## src/rtl/event_dispatch_ctrl.sv

```systemverilog
// event_dispatch_ctrl: dispatches queued events to idle cores and re-enqueues messages returned by busy cores
module event_dispatch_ctrl #(
  parameter int NUM_CORE = 4,
  parameter int MSG_WID = 32,
  parameter int TIME_WID = 16,
  localparam int IW = $clog2(NUM_CORE)
) (
  input  logic                         clk,
  input  logic                         reset,
  input  logic                         q_empty,
  input  logic                         q_full,
  input  logic [MSG_WID-1:0]           q_data,
  output logic                         q_deq,
  output logic                         q_enq,
  output logic [MSG_WID-1:0]           q_enq_data,
  input  logic [NUM_CORE-1:0]          core_req,
  input  logic [NUM_CORE*MSG_WID-1:0]  core_out_msg,
  output logic [NUM_CORE-1:0]          core_ack,
  output logic [NUM_CORE-1:0]          core_in_vld,
  output logic [MSG_WID-1:0]           core_in_msg,
  output logic [MSG_WID-1:0]           mon_msg,
  output logic                         mon_sent_vld,
  output logic                         mon_rcv_vld,
  output logic [IW-1:0]                mon_core_id,
  output logic [NUM_CORE-1:0]          busy,
  output logic [31:0]                  disp_count
);
  typedef enum logic [1:0] {IDLE, RECV, DEQ, DISP} state_t;
  state_t state, st;
  logic [IW-1:0] rr_ptr, g, d, g_nxt, d_nxt;
  logic [NUM_CORE-1:0] elig, one;
  if (TIME_WID > MSG_WID || NUM_CORE < 2 || (1 << IW) != NUM_CORE) begin : g_bad_param
    $error("event_dispatch_ctrl: invalid parameters");
  end
  // reset forces the decoded view to IDLE so no strobe leaks out of an abandoned cycle
  assign st = reset ? IDLE : state;
  assign elig = core_req & busy;
  assign one = {{(NUM_CORE-1){1'b0}}, 1'b1};
  // round-robin return grant from rr_ptr upward, and lowest-index idle core for dispatch
  always_comb begin
    g_nxt = '0;
    d_nxt = '0;
    for (int i = NUM_CORE - 1; i >= 0; i--) begin
      if (elig[rr_ptr + IW'(i)]) g_nxt = rr_ptr + IW'(i);
      if (!busy[i]) d_nxt = IW'(i);
    end
  end
  // controller state, latched indices, busy bitmap and dispatch counter
  always_ff @(posedge clk) begin
    if (reset) begin
      state <= IDLE;
      busy <= '0;
      rr_ptr <= '0;
      g <= '0;
      d <= '0;
      disp_count <= '0;
    end else begin
      case (state)
        IDLE: begin
          if (|elig && !q_full) begin
            state <= RECV;
            g <= g_nxt;
          end else if (!q_empty && |(~busy)) begin
            state <= DEQ;
            d <= d_nxt;
          end
        end
        RECV: begin
          busy[g] <= 1'b0;
          rr_ptr <= g + 1'b1;
          state <= IDLE;
        end
        DEQ: state <= DISP;
        DISP: begin
          busy[d] <= 1'b1;
          disp_count <= disp_count + 32'd1;
          state <= IDLE;
        end
        default: state <= IDLE;
      endcase
    end
  end
  assign q_deq = st == DEQ;
  assign q_enq = st == RECV;
  assign mon_rcv_vld = q_enq;
  assign mon_sent_vld = st == DISP;
  assign q_enq_data = q_enq ? core_out_msg[g*MSG_WID +: MSG_WID] : '0;
  assign core_ack = q_enq ? one << g : '0;
  assign core_in_vld = mon_sent_vld ? one << d : '0;
  assign core_in_msg = mon_sent_vld ? q_data : '0;
  assign mon_msg = q_enq ? q_enq_data : core_in_msg;
  assign mon_core_id = q_enq ? g : mon_sent_vld ? d : '0;
endmodule

```

## config.mk

```make
export PLATFORM = sky130hd
export DESIGN_NAME = event_dispatch_ctrl
export DESIGN_NICKNAME = d
export VERILOG_FILES = /design/src/rtl/event_dispatch_ctrl.sv
export SDC_FILE = /design/constraint.sdc
export NUM_CORES = 1
export LEC_CHECK = 0
export ABC_AREA = 1
export BUFFER_PORTS_ARGS = -buffer_cell sky130_fd_sc_hd__buf_2
export CORE_AREA = 2 2 121 123
export CTS_CLUSTER_DIAMETER = 100
export DETAILED_ROUTE_END_ITERATION = 6
export DIE_AREA = 0 0 123 125
export HOLD_SLACK_MARGIN = 0.03
export PLACE_DENSITY = 0.73
export SYNTH_ARGS = -nofsm -noshare
export SYNTH_HDL_FRONTEND = slang
export SYNTH_SLANG_ARGS = --single-unit
export TNS_END_PERCENT = 100
```

## constraint.sdc

```tcl
create_clock -name clk -period 1.7 [get_ports clk]
set_input_delay 0.085 -clock clk [delete_from_list [all_inputs] [get_ports clk]]
set_output_delay 0.085 -clock clk [all_outputs]
set_load 0.03 [all_outputs]
```

# == Word-level counts from Yosys, hierarchy flattened ==
# Index checks and enable logic that the tools add are counted.
# Widths: inputs -> output; s select.
# totals
ff_bits,44
inputBits,168
output_inout_bits,146
# classes
add_sub_neg,5
order_cmp,8
n_eq_ne,7
shift,3
muxes,32
bitwise_logic,6
reduce_logical,13
# ops
cell,n
$shiftx 128x8->32,1
$mux 32,3
$add 32x1->32 const B,1
$mux 2,13
$lt 2x3->1 const B,6
$and 4x4->4,2
$bmux 1 s2,4
$eq 2x2->1 const B,4
$mux 4,2
$not 4->4,2
$pmux 4 s2,1
$reduce_or 4->1,2
$shl 1x2->4 const A,2
$mux 1,6
$pmux 2 s3,1
$add 2x1->2 const B,2
$add 2x2->2 const B,2
$demux 1 s2,2
$eq 2x1->1 const B,2
$ge 2x1->1 const B,2
$logic_and 1x1->1,4
$or 4x4->4,1
$ne 3x3->1 const B,1
$reduce_and 3->1,1
6 further kinds,7

# == Logic depth before layout (Yosys ltp) ==
# Gate-level depths: netlist of run 1.
# depth
word_depth,7
mapped_depth,11
ltp_nobuf,11

# == Worst setup path before layout of run 1 ==
# OpenSTA, ideal clock, no wires.
# synth_timing
path_type,flip-flop to output port
startpoint,register state[0]
endpoint,output port mon_msg[10]
arrival_ns,1.838
required_time_ns,1.615
path_slack_ns,-0.223
stages_incl_launch_ff,9
cell_sequence,dfxtp_1 > buf_4 > inv_2 > nor2_1 > inv_1 > nor2_2 > inv_2 > buf_2 > o22ai_1
# synth_via
elab_chain_len,4
elab_cells_between_ends,6
# synth_lines
item,line,source
"start, declared",29,"state_t state, st;"
"start signal, assigned",51,state <= IDLE;
"start signal, assigned",61,state <= RECV;
"start signal, assigned",64,state <= DEQ;
$mux 2 *,36,assign st = reset ? IDLE : state;
$eq 2x1->1 *,84,assign q_enq = st == RECV;
net mon_rcv_vld,23,"output logic mon_rcv_vld,"
$mux 32,87,assign q_enq_data = q_enq ? core_out_msg[g*MSG_WID +: MSG_WID] : '0;
$mux 32 *,91,assign mon_msg = q_enq ? q_enq_data : core_in_msg;
"end, declared",21,"output logic [MSG_WID-1:0] mon_msg,"
# Mark *: on every way through the listed nets, which the timed path passes. The rest lies on a longest branch.

# == Worst setup path after layout of run 1 ==
# layout_timing
startpoint,register g[0]
endpoint,output port q_enq_data[5]
# layout_via
elab_chain_len,2
# layout_lines
item,line,source
"start, declared",30,"logic [IW-1:0] rr_ptr, g, d, g_nxt, d_nxt;"
"start signal, assigned",62,g <= g_nxt;
$shiftx 128x8->32,87,
$mux 32,87,
"end, declared",15,"output logic [MSG_WID-1:0] q_enq_data,"
# No other way between the ends.

==> out/metrics.yaml, run 1 <==
run_status:
  outcome: "finished with violations"
  violations: "setup timing"
floorplanning:
  num_rows: 44
  die_h_um: 125
  coreArea_um2: 14200
  die_w_um: 123
  io_pins: 314
  die_area_um2: 15380
  initial_core_util_pct: 30.71
synthesis:
  ys_seq_area_share_pct: 20.20
  synth_top_family_by_area: "simple AND/OR/NAND/NOR gates"
  avgSynthCellArea_um2: 5.514
  synth_top_area_share_pct: 20.20
  synth_area_leader_cell: "dfxtp_1"
  synth_edf_count: 0
  synth_cell_type_count: 43
  synth-compound-area-share_pct: 24.70
  synthSimpleGateAreaFrac_pct: 36.03
  synthArstFlopShare_pct: 0
  ys_seq_elements: 44
  muxShareOfSynthArea_pct: 0
  synth_cells: 791
  synth_xor_area_share_pct: 2.610
  yosys_warnings: 0
  synth_area_leaders: "dfxtp_1 20%, nor2_1 15%, nand2_1 12%"
  ys.flop_type: "dfxtp_1"
  synthAdderAreaFrac_pct: 1.434
  syn_nets: 964
  syn_area_um2: 4362
setup_path:
  critPathArrivalTime_ns: 1.75
  worstPathMaxFanout: 7
  crit_path_start_kind: "flop"
  path_class: "flop to output port"
  endpoint_kind: "output port"
  cp.required_ns: 1.62
pwr:
  total_power_mw: 3.127
  ir_drop_v: 0.0003138
  cellLeakagePower_nw: 4.195
  power.density_nw_per_um2: 347.3
clock_network:
  clockBufferDepth: 2
  holdBufCountCts: 0
  path_clk_slew_ns: 0.06
  tritoncts: "yes"
  cts-root-buf: "clkbuf_16"
  cts_buffers: 5
  clkSinkCount: 44
  clock_insertion_delay_worst_skew_ns: 0.28
  h-tree-depth: 2
route:
  via_per_inst: 5.268
  vias: 7075
  ant_nets: 0
  first_pass_iters: 6
  initialDrtViolationCount: 489
  wl_per_cell_um: 19.75
  drc: 0
  wirelength_mm: 26.53
placed_design:
  post-place-ws_ns: 0.05584
  io_buffers: 313
  dpl_cell_area_um2: 6745
  placedCellCount: 1290
  gp_congestion: 0.9268
  hpwl_mm: 18.16
sta:
  slew_headroom_pct: 72.19
  finalHoldViolCount: 0
  holdWs_ns: 0.1505
  max_freq_mhz: 543.9
  finalSetupViolCount: 72
  rsz0062_at_grt: "true"
  finClkSkew_ns: 0.005692
  fin_crit_sh_pct: 108.1
  tightest_slew_ns: 0.4167
  final.setup.tns_ns: -3.125
  layout_min_cycle_time_ns: 1.838
  setup_ws_ns: -0.1385
  final_max_slew_viol_count: 0
finish:
  stdcell_count: 1343
  fin_area_um2: 9002
  final_util_pct: 63.38
  drive_above_1_share_pct: 54.16
  areaGrowthSynthToFinish_pct: 106.4
  final_net_count: 1327
  fillCellCount: 1230
run:
  cap_violations: 0
global_routing:
  grt_max_degree: 35
  grt_remaining_overflow: 0
  grt_pass1_vias: 6503
  grt_pass1_wl_mm: 35.85
  grtUsageTotal_pct: 30.25
  antenna_found_initial: 4
worst_hold_path:
  hp-class: "input port to flop"
synthesized netlist by cell type (2+ instances only):
cell type	number
nor2_1	174
nand2_1	135
inv_1	118
o21ai_0	81
o22ai_1	67
dfxtp_1	44
a21oi_1	31
clkbuf_1	27
nand3_1	17
buf_2	14
nor3_1	14
xor2_1	7
nor2_2	6
xnor2_1	6
ha_1	5
nand3b_1	4
nand4_1	4
inv_2	3
nor2_4	3
a211oi_1	2
a31oi_1	2
buf_4	2
nand2_2	2
nand3_2	2
nor3_2	2
o21ai_1	2
critical path, cell delays in order (launching register included):
cell     delay, ns
dfxtp_4       0.39
inv_6         0.10
buf_12        0.15
buf_12        0.13
nor2_1        0.04
o22ai_1       0.21
inv_2         0.10
nor2_4        0.19
buf_6         0.16
routing by layer:
metal	vias up	share of wire (%)	GRT usage (%)
li1	3309	-	-
met1	3226	38	37.40
met2	440	47	49.56
met3	100	11	9.626
met4	0	4.5	9.024
met5	-	0	3.618
worst paths after layout:
kind                                    start                          end  slack, ns  cells after the start
hold / removal                          reset        state[0]$_SDFFE_PP0P_       0.15                      3
setup / recovery            g[0]$_SDFFE_PP0P_                q_enq_data[5]      -0.14                      8
hold reg to reg   disp_count[31]$_SDFFE_PP0P_  disp_count[31]$_SDFFE_PP0P_       0.50                      2
setup reg to reg            g[0]$_SDFFE_PP0P_         busy[2]$_SDFFE_PP0P_       0.06                      9
cells by family after synthesis:
family,Yosys count
fa+ha+maj,5
compound gates,192
simple gates,371
xor+xnor,13
flops,44
buf+inv,166
what timing repair did:
| item | CTS | global route |
|---|---|---|
| gates resized for setup | 290 | 179 |
| setup endpoints to repair | 106 | 112 |
| setup buffers | 6 | 16 |
| cloned | 10 | 13 |
| pin swaps | 11 | 34 |
flip-flops by register name (all words and copies together), names as in the netlist:
name / flops
state: 2
busy: 4
disp_count: 32
g: 2
rr_ptr: 2
d: 2
where the power goes:
| part | internal (mW) | total, mW | leakage (nW) | switching (mW) |
|---|---|---|---|---|
| Sequential | 1.04 | 1.07 | 0.359 | 0.0219 |
| Combinational | 0.478 | 1.14 | 3.77 | 0.660 |
| Clock | 0.534 | 0.923 | 0.0667 | 0.388 |
| Total | 2.06 | 3.13 | 4.20 | 1.07 |
final cells by class:
type	instances	area (µm²)	area share (%)
antenna	5	12.51	0.1390
clock buffer	6	128.9	1.432
sequential	44	897.1	9.965
tap	184	230.2	2.557
multi-input combinational	581	3784	42.03
clock inverter	1	5.005	0.05559
timing repair buffer	399	3451	38.33
inverter	122	485.5	5.393
timing repair inverter	1	8.758	0.09729
layout by cell type, fill, tap and decap left out, drive strengths merged, types with 2 or more instances in the layout:
cell and n:
nand2 138, buf 387, xor2 7, o21ai 83, nor2 183, xnor2 6, nand3b 4, o22ai 67
clkinv 2, diode 5, clkbuf 17, a211oi 2, nor3 17, dfxtp 44, nand3 19, a21oi 31
a31oi 2, ha 5, nand4 5, inv 122
Note: power is estimated with default switching activity, not from simulation.
==> run 2: changes to the inputs <==
Settings changed: CELL_PAD_IN_SITES_DETAIL_PLACEMENT set to 1, CELL_PAD_IN_SITES_GLOBAL_PLACEMENT set to 1, CORE_AREA 2 2 121 123 to not set, CORE_UTILIZATION set to 26, DIE_AREA 0 0 123 125 to not set, PLACE_DENSITY 0.73 to 0.92, RECOVER_POWER set to 25.
==> out/metrics.yaml, run 2 (synthesis results as in run 1) <==
pwr:
  cellLeakagePower_nw: 4.161  # was 4.195 nW
  power_switching_share_pct: 37.60  # was 34.21%
  ir_drop_v: 0.0004506  # was 0.0003138 V
  p_int_mw: 2.143  # was 2.057 mW
  p_seq_share_pct: 31.4  # was 34.1%
  pwr-share-clk_pct: 30.6  # was 29.5%
  power.density_nw_per_um2: 368.0  # was 347.3 nW/µm²
  comb_power_share_pct: 37.9  # was 36.4%
  p_sw_mw: 1.292  # was 1.070 mW
sta:
  finalHoldViolCount: 0  # unchanged
  fin_crit_sh_pct: 130.6  # was 108.1%
  layout_min_cycle_time_ns: 2.221  # was 1.838 ns
  tightest_slew_ns: 0.4964  # was 0.4167 ns
  finClkSkew_ns: 0.01191  # was 0.005692 ns
  rsz0062_at_grt: "true"  # unchanged
  slew_headroom_pct: 66.87  # was 72.19%
  finalSetupViolCount: 115  # was 72
  setup_ws_ns: -0.5208  # was -0.1385 ns
  max_freq_mhz: 450.3  # was 543.9 MHz
  final_max_slew_viol_count: 0  # unchanged
  final.setup.tns_ns: -17.64  # was -3.125 ns
placed_design:
  gp_congestion: 0.9424  # was 0.9268
  dpl_cell_area_um2: 6760  # was 6745 µm²
  hpwl_mm: 19.48  # was 18.16 mm
  post-place-ws_ns: 0.04598  # was 0.05584 ns
  io_buffers: 313  # unchanged
clock_network:
  h-tree-depth: 2  # unchanged
  path_clk_slew_ns: 0.08  # was 0.06 ns
  clockBufferDepth: 2  # unchanged
  cts-root-buf: "clkbuf_16"  # unchanged
  clkSinkCount: 44  # unchanged
  cts_buffers: 5  # unchanged
  clock_insertion_delay_worst_skew_ns: 0.30  # was 0.28 ns
  tritoncts: "yes"  # unchanged
floorplanning:
  num_rows: 46  # was 44
  die_area_um2: 17300  # was 15,380 µm²
  coreArea_um2: 16120  # was 14,200 µm²
  die_w_um: 131.5  # was 123 µm
  io_pins: 314  # unchanged
  initial_core_util_pct: 27.07  # was 30.71%
  die_h_um: 131.5  # was 125 µm
global_routing:
  grt_pass1_vias: 8235  # was 6,503
  antenna_found_initial: 14  # was 4
  grt_pass1_wl_mm: 48.33  # was 35.85 mm
  grt_max_degree: 26  # was 35
  grt_remaining_overflow: 0  # unchanged
  grtUsageTotal_pct: 36.42  # was 30.25%
route:
  initialDrtViolationCount: 683  # was 489
  via_per_inst: 5.868  # was 5.268
  first_pass_iters: 5  # was 6
  ant_nets: 0  # unchanged
  wl_per_cell_um: 27.43  # was 19.75 µm
  wirelength_mm: 38.02  # was 26.53 mm
  vias: 8133  # was 7,075
  drc: 0  # unchanged
worst_hold_path:
  whs_endpoint: "state[1]$_SDFFE_PP0P_"  # was state[0]$_SDFFE_PP0P_
  hp-class: "input port to flop"  # unchanged
  hp-start: "q_empty"  # was reset
  min_path_cells: 4  # was 3
finish:
  final_cell_mix: "188 x buf_2, 134 x nand2_1, 115 x buf_6, 94 x nor2_1, 81 x inv_1"  # was 207 x buf_2, 134 x nand2_1, 104 x buf_6, 98 x nor2_1, 83 x inv_1
  top_register: "disp_count"  # unchanged
  fin_area_um2: 9335  # was 9002 µm²
  final_common_cell: "buf_2"  # unchanged
  drive_above_1_share_pct: 51.90  # was 54.16%
  final_util_pct: 57.93  # was 63.38%
  reg_top3: "disp_count (32), busy (4)"  # unchanged
  areaGrowthSynthToFinish_pct: 114.0  # was 106.4%
  final_net_count: 1330  # was 1,327
  largest_reg_flops: 32  # unchanged
setup_path:
  r2r_end: "busy[3]$_SDFFE_PP0P_"  # was busy[2]$_SDFFE_PP0P_
  r2r_cells: 11  # was 9
  regToRegSetupSlack_ns: -0.13  # was 0.06 ns
  endpoint_kind: "output port"  # unchanged
  crit_path_start_kind: "flop"  # unchanged
  max_stage_delay_ns: 0.41  # was 0.39 ns
  r2r_start: "state[0]$_SDFFE_PP0P_"  # was g[0]$_SDFFE_PP0P_
  cp.required_ns: 1.62  # about the same
  path_class: "flop to output port"  # unchanged
  critPathArrivalTime_ns: 2.14  # was 1.75 ns
  cp_slowest_cell: "dfxtp_4"  # unchanged
  cp_cell_sequence: "buf_12 -> clkbuf_16 -> nor2_1 -> o22ai_2 -> inv_2 -> o22ai_4 -> buf_6"  # was inv_6 -> buf_12 -> buf_12 -> nor2_1 -> o22ai_1 -> inv_2 -> nor2_4 -> buf_6
  worstPathMaxFanout: 7  # unchanged
run_status:
  violations: "setup timing"  # unchanged
  outcome: "finished with violations"  # unchanged
run:
  cap_violations: 0  # unchanged
==> run 2: cell count changes in the layout (fill, tap and decap cells not counted), sizes merged <==
| cell | delta |
|---|---|
| clkinvlp | +2 |
| clkbuf | +12 |
| clkinv | +2 |
| inv | -3 |
| diode | +7 |
| buf | -8 |
| bufbuf | -1 |
==> run 2: power groups by stage <==
stage	sequential [mW]	combinational [mW]	clock, mW
global route	1.08	1.34	1.11
detailed placement	1.09	0.827	0
finish	1.08	1.30	1.05
global placement	1.09	0.798	0
floorplan	1.09	0.450	0
CTS	1.07	1.09	1.03
==> run 2: metrics by stage <==
stage               power [mW]  hold WS (ns)  instances
finish                   3.435        0.1861       1386
global route             3.529        0.2099       1384
CTS                      3.185        0.1508       1358
detailed placement       1.915        0.4648       1317
global placement         1.885        0.4448       1317
floorplan                1.539        0.3063        791
==> run 2: worst max path at each step <==
stage,from,endpoint,cells past startpoint
after floorplan,state[1]$_SDFFE_PP0P_,core_in_vld[0],7
after global placement,state[1]$_SDFFE_PP0P_,core_in_msg[31],8
after detailed placement,disp_count[17]$_SDFFE_PP0P_,disp_count[27]$_SDFFE_PP0P_,9
after CTS,state[1]$_SDFFE_PP0P_,mon_msg[20],9
after global routing,g[0]$_SDFFE_PP0P_,mon_msg[5],7
final,g[0]$_SDFFE_PP0P_,mon_msg[5],7
==> run 2: repair_timing <==
action,CTS,global route
setup buffers,14,15
gates resized for setup,324,150
setup endpoints to repair,107,127
hold buffers,0,0
pin swaps,15,46
gates cloned,19,4
==> run 2: final cells by class <==
cell class,instances,area (µm²)
repair buffers,402,3523
diodes,12,30.03
inverters,122,485.5
multi-input cells,581,3955
repair inverters,1,16.27
clock buffers,6,138.9
flip-flops and latches,44,900.9
fillers,2034,6780
clock inverters,2,15.01
well taps,216,270.3
==> run 2: worst max-delay path: cells and delay by family, from the launching register on <==
family	cells	cell delay, ns
DFF	1	0.41
buffers and inverters	4	0.68
AOI/OAI and AO/OA	2	0.36
and+or+nand+nor	1	0.36
==> run 2: routing by layer <==
| metal | part of all wire (%) | GRT usage [%] | wire length (µm) |
|---|---|---|---|
| met3 | 8.5 | 9.568 | 3228 |
| met1 | 33 | 36.14 | 12500 |
| met5 | 0.034 | 0 | 13 |
| met2 | 48 | 63.70 | 18420 |
| met4 | 10 | 30.23 | 3854 |
